==> src/rtl/secret_stim_check.sv <==
`default_nettype none
// ============================================================================
// Module      : secret_stim_check
// Description : Stimulus generator and response checker for the protected
//               secret accumulator. An LFSR drives the accumulator's a/b
//               inputs. The registered x response is compared one cycle later
//               against an internal cycle-accurate model of the
//               accumulate / threshold / secret-offset function. Mismatches
//               are counted and the first failing vector index is recorded.
// Ports       : clk, rst           - clock, asynchronous active-high reset
//               start              - run request (honoured in IDLE/DONE only)
//               num_vec, seed      - vector count and LFSR seed, taken on start
//               a, b               - registered stimulus to the accumulator
//               x                  - accumulator response
//               busy, done, pass   - run status
//               err_count          - saturating mismatch count
//               first_err_idx      - first failing vector, 16'hFFFF if none
// Revision    : 1.0 - initial release
// ============================================================================
module secret_stim_check #(
   parameter logic [31:0] SECRET = 32'd9,
   parameter logic [31:0] THRESH = 32'd10,
   parameter logic [31:0] A_MASK = 32'h0000_0003
) (
   input  logic        clk,
   input  logic        rst,
   input  logic        start,
   input  logic [15:0] num_vec,
   input  logic [31:0] seed,
   output logic [31:0] a,
   output logic [31:0] b,
   input  logic [31:0] x,
   output logic        busy,
   output logic        done,
   output logic [15:0] err_count,
   output logic [15:0] first_err_idx,
   output logic        pass
);

   localparam logic [31:0] c_lfsr_taps = 32'h8020_0003;
   localparam logic [15:0] c_no_err    = 16'hFFFF;

   typedef enum logic [1:0] {
      S_IDLE  = 2'd0,
      S_RUN   = 2'd1,
      S_DRAIN = 2'd2,
      S_DONE  = 2'd3
   } state_t;

   state_t      r_state;
   state_t      w_state_nxt;

   logic [31:0] r_lfsr;
   logic [31:0] r_model_acc;
   logic [31:0] r_exp;
   logic        r_cmp_v;
   logic [15:0] r_cmp_idx;
   logic [15:0] r_num_vec;
   logic [15:0] r_vec_idx;

   logic        w_start_ok;
   logic        w_last_vec;
   logic        w_mismatch;
   logic [31:0] w_seed_nz;

   // Right-shifting Galois step, taps 32,22,2,1.
   function automatic logic [31:0] f_lfsr_next(input logic [31:0] v);
      return (v >> 1) ^ (v[0] ? c_lfsr_taps : 32'd0);
   endfunction

   function automatic logic [31:0] f_half_swap(input logic [31:0] v);
      return {v[15:0], v[31:16]};
   endfunction

   assign w_start_ok = start && ((r_state == S_IDLE) || (r_state == S_DONE));
   assign w_last_vec = (r_vec_idx == (r_num_vec - 16'd1));
   assign w_mismatch = r_cmp_v && (x != r_exp);
   // An all-zero seed would lock the LFSR.
   assign w_seed_nz  = (seed == 32'd0) ? 32'd1 : seed;

   assign busy = (r_state == S_RUN) || (r_state == S_DRAIN);
   assign done = (r_state == S_DONE);
   assign pass = done && (err_count == 16'd0);

   // ------------------------------------------------------------------
   // FSM
   // ------------------------------------------------------------------
   always_ff @(posedge clk or posedge rst) begin
      if (rst) begin
         r_state <= S_IDLE;
      end else begin
         r_state <= w_state_nxt;
      end
   end

   always_comb begin
      w_state_nxt = r_state;
      case (r_state)
         S_IDLE, S_DONE: begin
            if (start) begin
               w_state_nxt = (num_vec == 16'd0) ? S_DONE : S_RUN;
            end
         end
         S_RUN: begin
            if (w_last_vec) begin
               w_state_nxt = S_DRAIN;
            end
         end
         S_DRAIN: w_state_nxt = S_DONE;
         default: w_state_nxt = S_IDLE;
      endcase
   end

   // ------------------------------------------------------------------
   // Stimulus and model. Vector 0 is launched on the start edge so that
   // vector k sits on a/b during the k-th RUN cycle.
   // ------------------------------------------------------------------
   always_ff @(posedge clk or posedge rst) begin
      if (rst) begin
         a           <= 32'd0;
         b           <= 32'd0;
         r_lfsr      <= 32'd1;
         r_model_acc <= 32'd0;
         r_exp       <= 32'd0;
         r_cmp_v     <= 1'b0;
         r_cmp_idx   <= 16'd0;
         r_num_vec   <= 16'd0;
         r_vec_idx   <= 16'd0;
      end else begin
         // The model samples a/b on the same edge as the accumulator.
         r_model_acc <= r_model_acc + a;
         r_exp       <= (r_model_acc > THRESH) ? b : (a + b + SECRET);
         r_cmp_v     <= (r_state == S_RUN);
         r_cmp_idx   <= r_vec_idx;

         if (w_start_ok) begin
            r_num_vec <= num_vec;
            r_vec_idx <= 16'd0;
            if (num_vec != 16'd0) begin
               a      <= w_seed_nz & A_MASK;
               b      <= f_half_swap(w_seed_nz);
               r_lfsr <= f_lfsr_next(w_seed_nz);
            end else begin
               a      <= 32'd0;
               b      <= 32'd0;
               r_lfsr <= w_seed_nz;
            end
         end else if ((r_state == S_RUN) && !w_last_vec) begin
            a         <= r_lfsr & A_MASK;
            b         <= f_half_swap(r_lfsr);
            r_lfsr    <= f_lfsr_next(r_lfsr);
            r_vec_idx <= r_vec_idx + 16'd1;
         end else begin
            // Zero stimulus keeps the accumulator frozen between runs.
            a <= 32'd0;
            b <= 32'd0;
         end
      end
   end

   // ------------------------------------------------------------------
   // Result bookkeeping
   // ------------------------------------------------------------------
   always_ff @(posedge clk or posedge rst) begin
      if (rst) begin
         err_count     <= 16'd0;
         first_err_idx <= c_no_err;
      end else if (w_start_ok) begin
         err_count     <= 16'd0;
         first_err_idx <= c_no_err;
      end else if (w_mismatch) begin
         if (err_count != 16'hFFFF) begin
            err_count <= err_count + 16'd1;
         end
         if (first_err_idx == c_no_err) begin
            first_err_idx <= r_cmp_idx;
         end
      end
   end

endmodule
`default_nettype wire
==> config.mk <==
export PLATFORM = sky130hd
export DESIGN_NAME = secret_stim_check
export DESIGN_NICKNAME = d
export VERILOG_FILES = /design/src/rtl/secret_stim_check.sv
export SDC_FILE = /design/constraint.sdc
export NUM_CORES = 1
export LEC_CHECK = 0
export ABC_AREA = 1
export CAP_MARGIN = 10
export CORE_AREA = 2 2 160 162
export CTS_CLUSTER_DIAMETER = 120
export CTS_CLUSTER_SIZE = 40
export DETAILED_ROUTE_END_ITERATION = 8
export DIE_AREA = 0 0 162 164
export GPL_ROUTABILITY_DRIVEN = 0
export PLACE_DENSITY = 0.81
export RECOVER_POWER = 50
export SLEW_MARGIN = 20
export SYNTH_ARGS = -nofsm -noshare
export SYNTH_HDL_FRONTEND = slang
export SYNTH_SLANG_ARGS = --single-unit
export TNS_END_PERCENT = 1
==> constraint.sdc <==
create_clock -name clk -period 8.45 [get_ports clk]
set_input_delay 1.69 -clock clk [delete_from_list [all_inputs] [get_ports clk]]
set_output_delay 1.69 -clock clk [all_outputs]
set_load 0.005 [all_outputs]
Word-level counts from Yosys, hierarchy flattened
Cells that the tools add are included.
{"block": "totals", "ff_bits": 243, "input_bits": 83, "output_inout_bits": 99, "wordCells": 75}
{"block": "op_classes", "n_addsub": 6, "magnitude_cmp": 1, "eq_ne": 9, "muxes": 25, "n_bitwise": 2, "n_reduce_logical": 20}
{"operator": "32-bit two-way mux", "n": 11}
{"operator": "16-bit two-way mux", "n": 8}
{"operator": "32-bit adder", "n": 2}
{"operator": "31-bit by 32-bit XOR with 32-bit output", "n": 2}
{"operator": "16-bit by 1-bit adder with 16-bit output, second input constant", "n": 2}
{"operator": "32-bit by 4-bit adder with 32-bit output, second input constant", "n": 1}
{"operator": "32-bit by 4-bit greater-than comparator with 1-bit output, second input constant", "n": 1}
{"operator": "16-bit logical NOT", "n": 2}
{"operator": "32-bit logical NOT", "n": 1}
{"operator": "32-bit != test", "n": 1}
{"operator": "16-bit == test", "n": 1}
{"operator": "16-bit == test, second input constant", "n": 1}
{"operator": "16-bit != test, second input constant", "n": 1}
{"operator": "16-bit nonzero test", "n": 1}
{"operator": "16-bit by 1-bit subtractor with 16-bit output, second input constant", "n": 1}
{"operator": "2-bit two-way mux", "n": 5}
{"operator": "2-bit nonzero test", "n": 4}
{"operator": "2-bit case mux with 3 select lines", "n": 1}
{"operator": "2-bit AND reduction", "n": 3}
{"operator": "2-bit == test, second input constant", "n": 2}
{"operator": "1-bit logical AND", "n": 4}
{"operator": "2-bit != test, second input constant", "n": 2}
{"operator": "2-bit by 1-bit == test with 1-bit output, second input constant", "n": 1}
{"operator": "2-bit logical NOT", "n": 1}
{"operator": "3 further kinds", "n": 4}

Depth between registers and ports, before layout
Gate-level depths: netlist of the first run.
{"block": "logic_depth", "word_depth": 6, "depth_mapped": 17, "ltp_nobuf": 16}

Worst setup path before layout of the first run
Ideal clock, no wire load.
{"block": "synth_path", "path_type": "in2reg", "start": "in x[31]", "end": "reg first_err_idx[0]", "setup_ns": 0.061, "t_arrival_ns": 3.004, "required_ns": 8.389, "slack_ns": 5.384, "cell_stages": 11, "n_path_buf": 1, "cell_sequence": "xnor2_1 -> nand2_1 -> nor2_1 -> nand2_1 -> nor2_1 -> a21boi_0 -> nand2_2 -> nand2_1 -> clkbuf_1 -> o21ai_0 -> nand2_1"}
{"block": "synth_between", "elab_chain_cells": 4}
{"item": "start, declared", "line": "32", "rtl": "input logic [31:0] x,"}
{"item": "32-bit != test", "line": "77", "rtl": "assign w_mismatch = r_cmp_v && (x != r_exp);"}
{"item": "1-bit logical AND", "line": "77"}
{"item": "2-bit nonzero test (no line)"}
{"item": "2-bit AND reduction (no line)"}
{"item": "end signal, assigned", "line": "167", "rtl": "first_err_idx <= c_no_err;"}
{"item": "end signal, assigned", "line": "170", "rtl": "first_err_idx <= c_no_err;"}
{"item": "end signal, assigned", "line": "176", "rtl": "first_err_idx <= r_cmp_idx;"}
{"item": "end, declared", "line": "36", "rtl": "output logic [15:0] first_err_idx,"}
No other way between the ends.
A chain may end at the register's enable or synchronous reset.

Final worst setup path of the first run
{"block": "layout_path", "start": "reg r_num_vec[0]", "end": "reg r_lfsr[12]"}
{"block": "layout_between", "elab_chain_cells": 5}
{"item": "start, declared", "line": "58", "rtl": "logic [15:0] r_num_vec;"}
{"item": "start signal, assigned", "line": "137", "rtl": "r_num_vec <= num_vec;"}
{"item": "16-bit by 1-bit subtractor with 16-bit output", "line": "76", "rtl": "assign w_last_vec = (r_vec_idx == (r_num_vec - 16'd1));"}
{"item": "16-bit == test", "line": "76"}
{"item": "1-bit logical NOT", "line": "148", "rtl": "end else if ((r_state == S_RUN) && !w_last_vec) begin"}
{"item": "1-bit logical AND", "line": "148"}
{"item": "2-bit nonzero test (no line)"}
{"item": "end signal, assigned", "line": "142", "rtl": "r_lfsr <= f_lfsr_next(w_seed_nz);"}
{"item": "end signal, assigned", "line": "146", "rtl": "r_lfsr <= w_seed_nz;"}
{"item": "end signal, assigned", "line": "151", "rtl": "r_lfsr <= f_lfsr_next(r_lfsr);"}
{"item": "end, declared", "line": "53", "rtl": "logic [31:0] r_lfsr;"}
No other way between the ends.

==> flow_summary.ini, run 1 <==
[final_layout]
fin_util_pct = 56.5
layout.cells.non_filler = 2005
final_common_cell = nand2_1
multi_input_area_um2 = 5830
finalInstanceArea_um2 = 14000
final_cell_mix = 436 x nand2_1, 194 x dfrtp_1, 158 x inv_1
n_fill_cell = 2234
seq_area_um2 = 5300
drive_gt1_share_pct = 2.99
nets = 1768
area_delta_synth_final_pct = 14.8

[power]
power_per_cell_area_nw_per_um2 = 287
p_leak_nw = 6.78
vdd_drop_max_v = 0.000133
power.share.combinational_pct = 46.0
switching_power_mw = 1.74
p_seq_share_pct = 40.9
power_mw = 4.03
switching_share_pct = 43.2
clockPowerShare_pct = 13.0
p_int_mw = 2.29

[synthesis]
synth_edf_count = 0
ys_seq_area_share_pct = 43.4
synthArstFlopShare_pct = 100
syn-cell-area_um2 = 12200
ys_seq_elements = 211
yosysWarningCount = 0
yosys_most_used_dff = dfrtp_1
avgSynthCellArea_um2 = 7.76
synthCells = 1572
ys_types = 46

[placed_design]
dp_cells = 1990
place_ws_ps = 4050
place_area_um2 = 13800
portBuffers = 151
place_hpwl_um = 22200

[global_route]
antenna_found_initial = 4
grt_pass1_wl_um = 49300
gr-total-overflow = 0
grt_use_total_pct = 22.5
grt_pass1_vias = 10200
grt_max_degree = 134

[sta]
hold_viol = 0
setup_tns_ps = 0
fin_ws_ps = 3110
tightestPinTransition_ps = 2680
slew_violations = 140
holdWs_ps = 448
final-setup-viol-count = 0
rsz0062_at_grt = false
slew_headroom_pct = -79.4
fmax_mhz = 187
period_share_pct = 63.2
fin_crit_ps = 5340
finClkSkew_ps = 43.0

[setup_path]
r2r_slack_ps = 3110
required_ps = 8820
cp-start-kind = flip-flop
crit_path_max_fanout = 82
cp.arrival_ps = 5720
criticalPathCategory = reg -> reg
reg2reg_from = r_num_vec[0]
rr_endpoint = r_lfsr[12]
endpoint_kind = flip-flop
r2r_cells = 15

[floorplanning]
dieArea_um2 = 26600
die_w_um = 162
io_pins = 182
start_util_pct = 49.2
die_y_um = 164
core_area_um2 = 24800
rows = 58

[clock_network]
cts-htree-levels = 1
clock_latency_ps = 480
clock-sinks = 211
cts.hold.buffers_added = 0
clk_transition_reported_paths_ps = 140
cts_buffers = 9
cts_tree = built
clockBufferDepth = 3
clockRootBuffer = clkbuf_16
cts_setup_buffers = 0
postCtsResizedCells = 0

[routing]
dr_total_vias = 10800
drt-initial-drc-count = 864
routed_wl_um = 30300
ant_nets = 0
via_per_inst = 5.38
dr.pass1.iters = 5
drc = 0
wire_per_inst_um = 15.1

[min_path]
min_path_cells = 2
holdCritStartpoint = r_cmp_idx[5]
hp-class = reg -> reg
min_delay_worst_endpoint = first_err_idx[5]

[run_status]
violations = max-capacitance violations, max-slew violations
status = finished with violations

[run]
cap_viol_max_count = 2
## cell usage after synthesis, types with 3 or more instances
library cell	number	area (µm²)
nor4_1	11	68.8
o221ai_1	11	96.3
ha_1	11	138
xnor2_1	50	438
buf_4	37	278
nand3_1	134	671
inv_1	159	597
buf_1	8	30.0
buf_6	3	33.8
o21ai_0	86	430
dfrtp_1	194	4850
nor2_1	113	424
nand4_1	57	357
clkbuf_2	3	15.0
a21oi_1	5	25.0
xor2_1	85	744
buf_2	10	50.1
nor2_2	6	37.5
nor2_4	3	33.8
nand3b_1	8	60.1
nand2_1	435	1630
nand2_2	3	18.8
dfstp_2	17	447
clkbuf_1	37	139
nor3_1	31	155
o22ai_1	32	200
## worst max-delay path by stage
stage / startpoint / to / slack [ps] / cells after the start
global placement: x[31] / err_count[14] / 4170 / 11
floorplan: rst / b[0] / 1020 / 1
detailed placement: x[29] / err_count[8] / 4050 / 11
CTS: err_count[0] / pass / 4510 / 7
finish: r_num_vec[0] / r_lfsr[12] / 3110 / 15
global route: r_num_vec[0] / r_lfsr[4] / 2560 / 15
## per-layer routing
layer | vias to the layer above | GRT usage [%] | part of all wire [%]
li1 | 5198 | - | -
met1 | 5110 | 28.4 | 41
met2 | 401 | 39.4 | 50
met3 | 72 | 2.90 | 6.5
met4 | 4 | 8.53 | 3.1
met5 | - | 0 | 0.099
## state kept, by name (all words and copies together), names as in the netlist
signal / count
b: 32
r_exp: 32
r_lfsr: 32
r_model_acc: 32
err_count: 16
first_err_idx: 16
r_cmp_idx: 16
r_num_vec: 16
r_vec_idx: 16
r_state: 2
r_cmp_v: 1
## cell families (layout without fill, tap and decap cells)
logic type,Yosys count,after routing,share of synthesized area (%)
buffers and inverters,259,331,9.42
and+or+nand+nor,810,810,29.2
AOI/OAI and AO/OA,143,143,6.79
other,1,32,0.0307
xor gates and xnor gates,135,135,9.69
adders and majority gates,13,13,1.46
DFF,211,211,43.4
## critical path, cell delays in order, from the launching register on
cell	delay, ps
dfrtp_1	450
inv_1	140
ha_1	290
nand2_2	130
nor2_4	160
nand2_1	70
nand2_1	60
nand2_1	40
nor2_1	100
nand2_1	80
nor2_2	110
nand2_1	390
nand2_1	2080
nand2_4	770
nand2_1	250
nand2_1	70
## power by group through the flow
stage / registers (mW) / clock network [mW] / logic [mW]
2_1_floorplan: 1.57 / 0 / 1.34
3_3_place_gp: 1.65 / 0 / 1.79
3_5_place_dp: 1.66 / 0 / 1.85
4_1_cts: 1.64 / 0.538 / 1.86
5_1_grt: 1.69 / 0.573 / 2.09
6_report: 1.65 / 0.525 / 1.85
## final cells by class
type	instances	area share [%]
clock buffer	11	1.73
sequential	211	37.8
timing repair buffer	158	11.2
antenna	2	0.0357
clock inverter	1	0.214
multi-input combinational	1131	41.6
tap	330	2.95
inverter	161	4.37
(Power assumes the default switching activity.)
==> inputs of run 2 (changes only) <==
==> constraint.sdc (replaced) <==
create_clock -name clk -period 5.3 [get_ports clk]
set_input_delay 1.06 -clock clk [delete_from_list [all_inputs] [get_ports clk]]
set_output_delay 1.06 -clock clk [all_outputs]
set_load 0.005 [all_outputs]
==> run 2 against run 1 <==
  * The run still ends with max-capacitance violations, max-slew violations left
  * Clock skew increased by 8.5 ps
  * First-iteration DRC count decreased by 9.7%
  * Via count increased by 0.67%
  * Sequential cell count is the same
  * Clock power is 60% higher
  * Routed wire length grew 0.43%
  * Register-to-register slack worse by 1100 ps
  * Power increased by 60%
==> flow_summary.ini, run 2 (synthesis results as in run 1) <==
[run]
cap_viol_max_count = 3

[final_layout]
final_cell_mix = 434 x nand2_1, 194 x dfrtp_1, 158 x inv_1
fin_util_pct = 56.6
nets = 1770
area_delta_synth_final_pct = 15.0
final_common_cell = nand2_1
layout.cells.non_filler = 2007
drive_gt1_share_pct = 3.28
n_fill_cell = 2238

[clock_network]
clockBufferDepth = 3
cts_tree = built
clock_latency_ps = 480
clockRootBuffer = clkbuf_16
clock-sinks = 211
cts_setup_buffers = 0
cts-htree-levels = 1
clk_transition_reported_paths_ps = 150
cts_buffers = 9
cts.hold.buffers_added = 0
postCtsResizedCells = 0

[routing]
routed_wl_um = 30400
wire_per_inst_um = 15.2
drt-initial-drc-count = 780
via_per_inst = 5.41
ant_nets = 0
drc = 0
dr_total_vias = 10900
dr.pass1.iters = 5

[setup_path]
criticalPathCategory = in -> async
cp.arrival_ps = 3700
cp-start-kind = input port
endpoint_kind = asynchronous set/reset pin
crit_path_max_fanout = 95
required_ps = 5470

[sta]
hold_viol = 0
slew_violations = 188
period_share_pct = 66.6
rsz0062_at_grt = false
finClkSkew_ps = 51.5
fmax_mhz = 283
tightestPinTransition_ps = 2240
final-setup-viol-count = 0
slew_headroom_pct = -49.4
fin_crit_ps = 3530
setup_tns_ps = 0

[placed_design]
dp_cells = 1992
portBuffers = 151
place_hpwl_um = 22300

[power]
power_per_cell_area_nw_per_um2 = 459
p_leak_nw = 6.77
vdd_drop_max_v = 0.000367

[global_route]
grt_pass1_vias = 10200
grt_use_met1_pct = 29.2
gr-total-overflow = 0
busiest_layer = met2
antenna_found_initial = 3
gr-usage-met3_pct = 2.83
grt_max_degree = 96
grt_use_total_pct = 22.6
grt_pass1_wl_um = 49500
gr-usage-met2_pct = 39.7

[floorplanning]
core_area_um2 = 24800
io_pins = 182
die_w_um = 162
rows = 58
dieArea_um2 = 26600
die_y_um = 164
start_util_pct = 49.2

[min_path]
hp-class = reg -> reg

[run_status]
status = finished with violations
violations = max-capacitance violations, max-slew violations
run 2: worst paths after layout:
check                           slack (ps)  cells past startpoint           end            start
max in group clk                      1920                     11  err_count[0]            x[28]
min in group asynchronous             1030                      2    r_lfsr[26]              rst
worst min-delay path                   480                      0  r_cmp_idx[0]     r_vec_idx[0]
worst min register to register         480                      0  r_cmp_idx[0]     r_vec_idx[0]
worst max-delay path                  1770                      3    r_lfsr[13]              rst
worst max register to register        2020                      7     r_exp[17]  r_model_acc[29]
run 2: power by group:
group          total (mW)  leakage (nW)  internal, mW  switching, mW
clock network       0.838         0.126         0.330          0.509
registers            2.63          2.75          2.13          0.496
logic                2.98          3.89          1.18           1.80
run 2: layout make-up:
type	instances	area, µm²	area share (%)
multi-input combinational	1131	5870	41.8
sequential	211	5300	37.8
timing repair buffer	160	1580	11.3
inverter	161	606	4.31
tap	330	413	2.94
clock buffer	12	236	1.68
clock inverter	1	30.0	0.214
antenna	1	2.50	0.0178
run 2: metal layers:
layer  part of all wire (%)  vias up
li1                       -     5203
met1                     42     5148
met2                     49      431
met3                    6.2       71
met4                    2.9        4
met5                  0.079        -
run 2: metrics by stage:
stage	total power, mW	area, µm²	hold WS [ps]	setup WS [ps]
5_1_grt	6.94	14000	490	1230
4_1_cts	6.45	14100	484	1900
3_5_place_dp	5.63	13800	462	1410
3_3_place_gp	5.51	13800	455	1590
2_1_floorplan	4.65	12300	349	1510
6_report	6.45	14000	481	1770
run 2: critical path, stage by stage:
cell and delay (ps):
dlygate4sd3_1 540, clkinvlp_2 350, clkbuf_2 1670
==> inputs of run 3 (changes only) <==
==> constraint.sdc (replaced) <==
create_clock -name clk -period 3.5 [get_ports clk]
set_input_delay 0.7 -clock clk [delete_from_list [all_inputs] [get_ports clk]]
set_output_delay 0.7 -clock clk [all_outputs]
set_load 0.005 [all_outputs]
==> run 3 against run 2 <==
  * The run still ends with max-capacitance violations, max-slew violations left
  * Combinational power rose by 54%
  * Final cell count up 0.30%
  * Via count shrank 0.67%
  * Hold slack worse by 1.1 ps
  * Critical endpoint is now first_err_idx[1]
  * Sequential cell count is the same
  * Global-route usage about the same
  * Clock power up 50%
==> flow_summary.ini, run 3 (synthesis results as in run 1) <==
[final_layout]
final_cell_mix = 435 x nand2_1, 194 x dfrtp_1, 158 x inv_1
final_common_cell = nand2_1
seq_area_um2 = 5300
n_fill_cell = 2206
drive_gt1_share_pct = 3.69
multi_input_area_um2 = 5870
finalInstanceArea_um2 = 14100
area_delta_synth_final_pct = 15.3
nets = 1774

[setup_path]
crit_path_max_fanout = 17
critical-path-max-stage-delay_ps = 850
cpMostUsedCell = nand2_1
rr_endpoint = first_err_idx[1]
r2r_cells = 10
required_ps = 3910
crit_path_cell_trace = clkdlybuf4s50_1 -> xnor2_1 -> nand2_1 -> nor2_1 -> nand2_1 -> nor2_1 -> a21boi_0 -> nand2_2 -> nand2_1 -> o21ai_0 -> nand2_1
reg2reg_from = r_exp[25]
r2r_slack_ps = 600
endpoint_kind = flip-flop
cp-start-kind = input port
cp.arrival_ps = 3540
criticalPathCategory = in -> reg
startpoint = x[21]
cp_slowest_cell = a21boi_0

[global_route]
antenna_found_initial = 2
grt_pass1_wl_um = 49100
grt_pass1_vias = 10100
grt_use_total_pct = 22.6
gr-total-overflow = 0
grt_max_degree = 160

[power]
switching_share_pct = 43.5
p_leak_nw = 6.79
clockPowerShare_pct = 12.8
power_per_cell_area_nw_per_um2 = 697
p_int_mw = 5.54
power.share.combinational_pct = 46.6
p_seq_share_pct = 40.5
switching_power_mw = 4.27
vdd_drop_max_v = 0.000523

[placed_design]
place_area_um2 = 13800
portBuffers = 151
place_ws_ps = 15.5
place_hpwl_um = 22500

[routing]
drt-initial-drc-count = 912
wire_per_inst_um = 15.1
dr.pass1.iters = 6
routed_wl_um = 30300
ant_nets = 0
drc = 0
via_per_inst = 5.36
dr_total_vias = 10800

[floorplanning]
start_util_pct = 49.2
io_pins = 182
core_area_um2 = 24800
rows = 58
die_w_um = 162
die_y_um = 164
dieArea_um2 = 26600

[run]
cap_viol_max_count = 2

[clock_network]
postCtsResizedCells = 0
cts.hold.buffers_added = 0
cts_buffers = 9
cts_tree = built
clockRootBuffer = clkbuf_16
cts-htree-levels = 1
clock-sinks = 211
clock_latency_ps = 490
clockBufferDepth = 3
clk_transition_reported_paths_ps = 130
cts_setup_buffers = 0

[sta]
tightestPinTransition_ps = 1970
period_share_pct = 89.3
slew_violations = 213
fin_crit_ps = 3130
fin_ws_ps = 375
rsz0062_at_grt = false
holdWs_ps = 480
finClkSkew_ps = 22.0
hold_viol = 0
fmax_mhz = 320
setup_tns_ps = 0
slew_headroom_pct = -31.2
final-setup-viol-count = 0

[run_status]
violations = max-capacitance violations, max-slew violations
status = finished with violations

[min_path]
hp-class = reg -> reg
holdCritStartpoint = r_model_acc[31]
min_delay_worst_endpoint = r_model_acc[31]
min_path_cells = 1
## run 3: final cells by class
| cell class | count | area share [%] |
|---|---|---|
| well taps | 330 | 2.93 |
| diodes | 3 | 0.0534 |
| multi-input cells | 1131 | 41.7 |
| clock buffers | 10 | 1.63 |
| inverters | 161 | 4.30 |
| repair buffers | 164 | 11.5 |
| clock inverters | 3 | 0.258 |
| flip-flops and latches | 211 | 37.7 |
## run 3: critical path: cells and delay by family
kind / cells / cell delay, ps
simple gates: 7 / 1230
compound gates: 2 / 1030
xor+xnor: 1 / 130
buf+inv: 1 / 420
## run 3: per-layer routing
layer  GRT usage [%]  wire, µm
met5               0         0
met4            8.21       977
met3            3.16      2090
met2            39.1     14700
met1            28.9     12600
## run 3: stage by stage
stage | instances | power, mW | util (%)
finish | 2013 | 9.81 | 56.7
global route | 2010 | 10.6 | 56.7
floorplan | 1601 | 7.03 | -
global placement | 1997 | 8.42 | 55.8
CTS | 2010 | 9.85 | 56.8
detailed placement | 1997 | 8.58 | 55.8
## run 3: worst max path at each step
stage | to | slack [ps] | cells past startpoint
finish | first_err_idx[1] | 370 | 11
global route | first_err_idx[1] | 290 | 11
CTS | first_err_idx[1] | 510 | 11
detailed placement | first_err_idx[1] | 20 | 11
global placement | first_err_idx[3] | 120 | 11
floorplan | b[0] | 70 | 1
## run 3: power groups by stage
| stage | Combinational [mW] | Clock (mW) | Sequential [mW] |
|---|---|---|---|
| 2_1_floorplan | 3.24 | 0 | 3.79 |
| 3_3_place_gp | 4.43 | 0 | 3.99 |
| 3_5_place_dp | 4.58 | 0 | 4.01 |
| 4_1_cts | 4.59 | 1.30 | 3.96 |
| 5_1_grt | 5.14 | 1.38 | 4.05 |
| 6_report | 4.58 | 1.26 | 3.97 |
==> patch, RTL diff (settings of run 3) <==
Re-encode `state_t` (4 states) as one-hot, 4 bits wide.
--- a/src/rtl/secret_stim_check.sv
+++ b/src/rtl/secret_stim_check.sv
@@ -40,11 +40,11 @@
    localparam logic [31:0] c_lfsr_taps = 32'h8020_0003;
    localparam logic [15:0] c_no_err    = 16'hFFFF;
 
-   typedef enum logic [1:0] {
-      S_IDLE  = 2'd0,
-      S_RUN   = 2'd1,
-      S_DRAIN = 2'd2,
-      S_DONE  = 2'd3
+   typedef enum logic [3:0] {
+      S_IDLE  = 4'b0001,
+      S_RUN   = 4'b0010,
+      S_DRAIN = 4'b0100,
+      S_DONE  = 4'b1000
    } state_t;
 
    state_t      r_state;
Behaviour: no difference found for any inputs over 4 cycles, from zero or initial values and one cycle with rst high; so few cycles prove little.
==> patch against run 3 <==
Setup slack gained 0.21 ns; highest routed layer unchanged; synthesized area shrank 0.22%; power shrank 13%; design area grew 0.40%; sequential cell count grew 2; wire length shrank 3.0%; count of clock-buffer cells in the layout grew 2; maximum frequency grew 7.2%; register-to-register slack is essentially flat; utilization grew 0.23 points.
==> patch: results (changes against run 3) <==
| Metric | Value |
|---|---|
| FF-to-FF End | err_count[11]$_DFFE_PP0P_ (was first_err_idx[1]$_DFFE_PP1P_) |
| Initial DRC count | 773 (was 912) |
| Initial antenna violation count | 0 (was 2) |
| Met2 usage | 0.350 (was 0.391) |
| Antenna cells | 0 (was 3) |
| Crit path launch | err_count[10]$_DFFE_PP0P_ (was x[21]) |
| CP max-delay cell | clkdlybuf4s50_1 (was a21boi_0) |
| Hold WS | 0.474 ns (was 0.480 ns) |
| First-pass GRT wire length | 48.3 mm (was 49.1 mm) |
| Post-synthesis adder-cell area fraction | 0.0115 (was 0.0146) |
| Crit path DAT | 2.22 ns (was 3.54 ns) |
| Post-DP HPWL | 22.2 mm (was 22.5 mm) |
| Max VDD drop | 0.319 mV (was 0.523 mV) |
| Hold Path Depth | 0 (was 1) |
| Drt wl/cell | 14.4 um (was 15.1 um) |
| Hold path start | r_vec_idx[13]$_DFFE_PP0P_ (was r_model_acc[31]$_DFF_PP0_) |
| CP max stage delay | 0.57 ns (was 0.85 ns) |
| Final #Nets | 1804 (was 1774) |
| Status | completed (was complete, but fails checks) |
| Worst-Margin Slew | 1.41 ns (was 1.97 ns) |
| Gr usage total | 0.220 (was 0.226) |
| Routed via count | 10743 (was 10784) |
| Logic pwr share | 0.421 (was 0.466) |
| Pleak | 6.90 nW (was 6.79 nW) |
| DRT met1 WL | 13.1 mm (was 12.6 mm) |
| # fillers | 2241 (was 2206) |
| Layout cells sized above 1 | 0.0409 (was 0.0369) |
| Register area share after synthesis | 0.440 (was 0.434) |
| Largest net degree at the start of global routing | 107 (was 160) |
| Vias in the first global route | 9956 (was 10132) |
| Worst-Skew Late Latency | 0.47 ns (was 0.49 ns) |
patch: changes by cell type in the layout (fill, tap and decap cells not counted), sizes merged, moves of 7 or more:
| cell | change |
|---|---|
| o221ai | -11 |
| o21ai | -19 |
| nand2 | +40 |
| nand3b | +15 |
| or2 | +9 |
| o22ai | -9 |
| xor2 | -17 |
| o211ai | +7 |
patch: through the flow:
step	cells	instance area (um2)	worst slack [ns]
final	2043	14100	0.583
after global routing	2043	14100	0.242
after CTS	2043	14200	0.576
after detailed placement	2030	13900	0.520
after global placement	2030	13900	0.644
after floorplan	1618	12300	0.0445
patch: layout make-up:
type                    count  area [um2]  area share
well taps                 330         413      0.0292
multi-input cells        1150        5810       0.411
flip-flops and latches    213        5350       0.379
inverters                 169         636      0.0450
repair buffers            168        1650       0.117
clock buffers              12         236      0.0167
clock inverters             1        30.0     0.00213
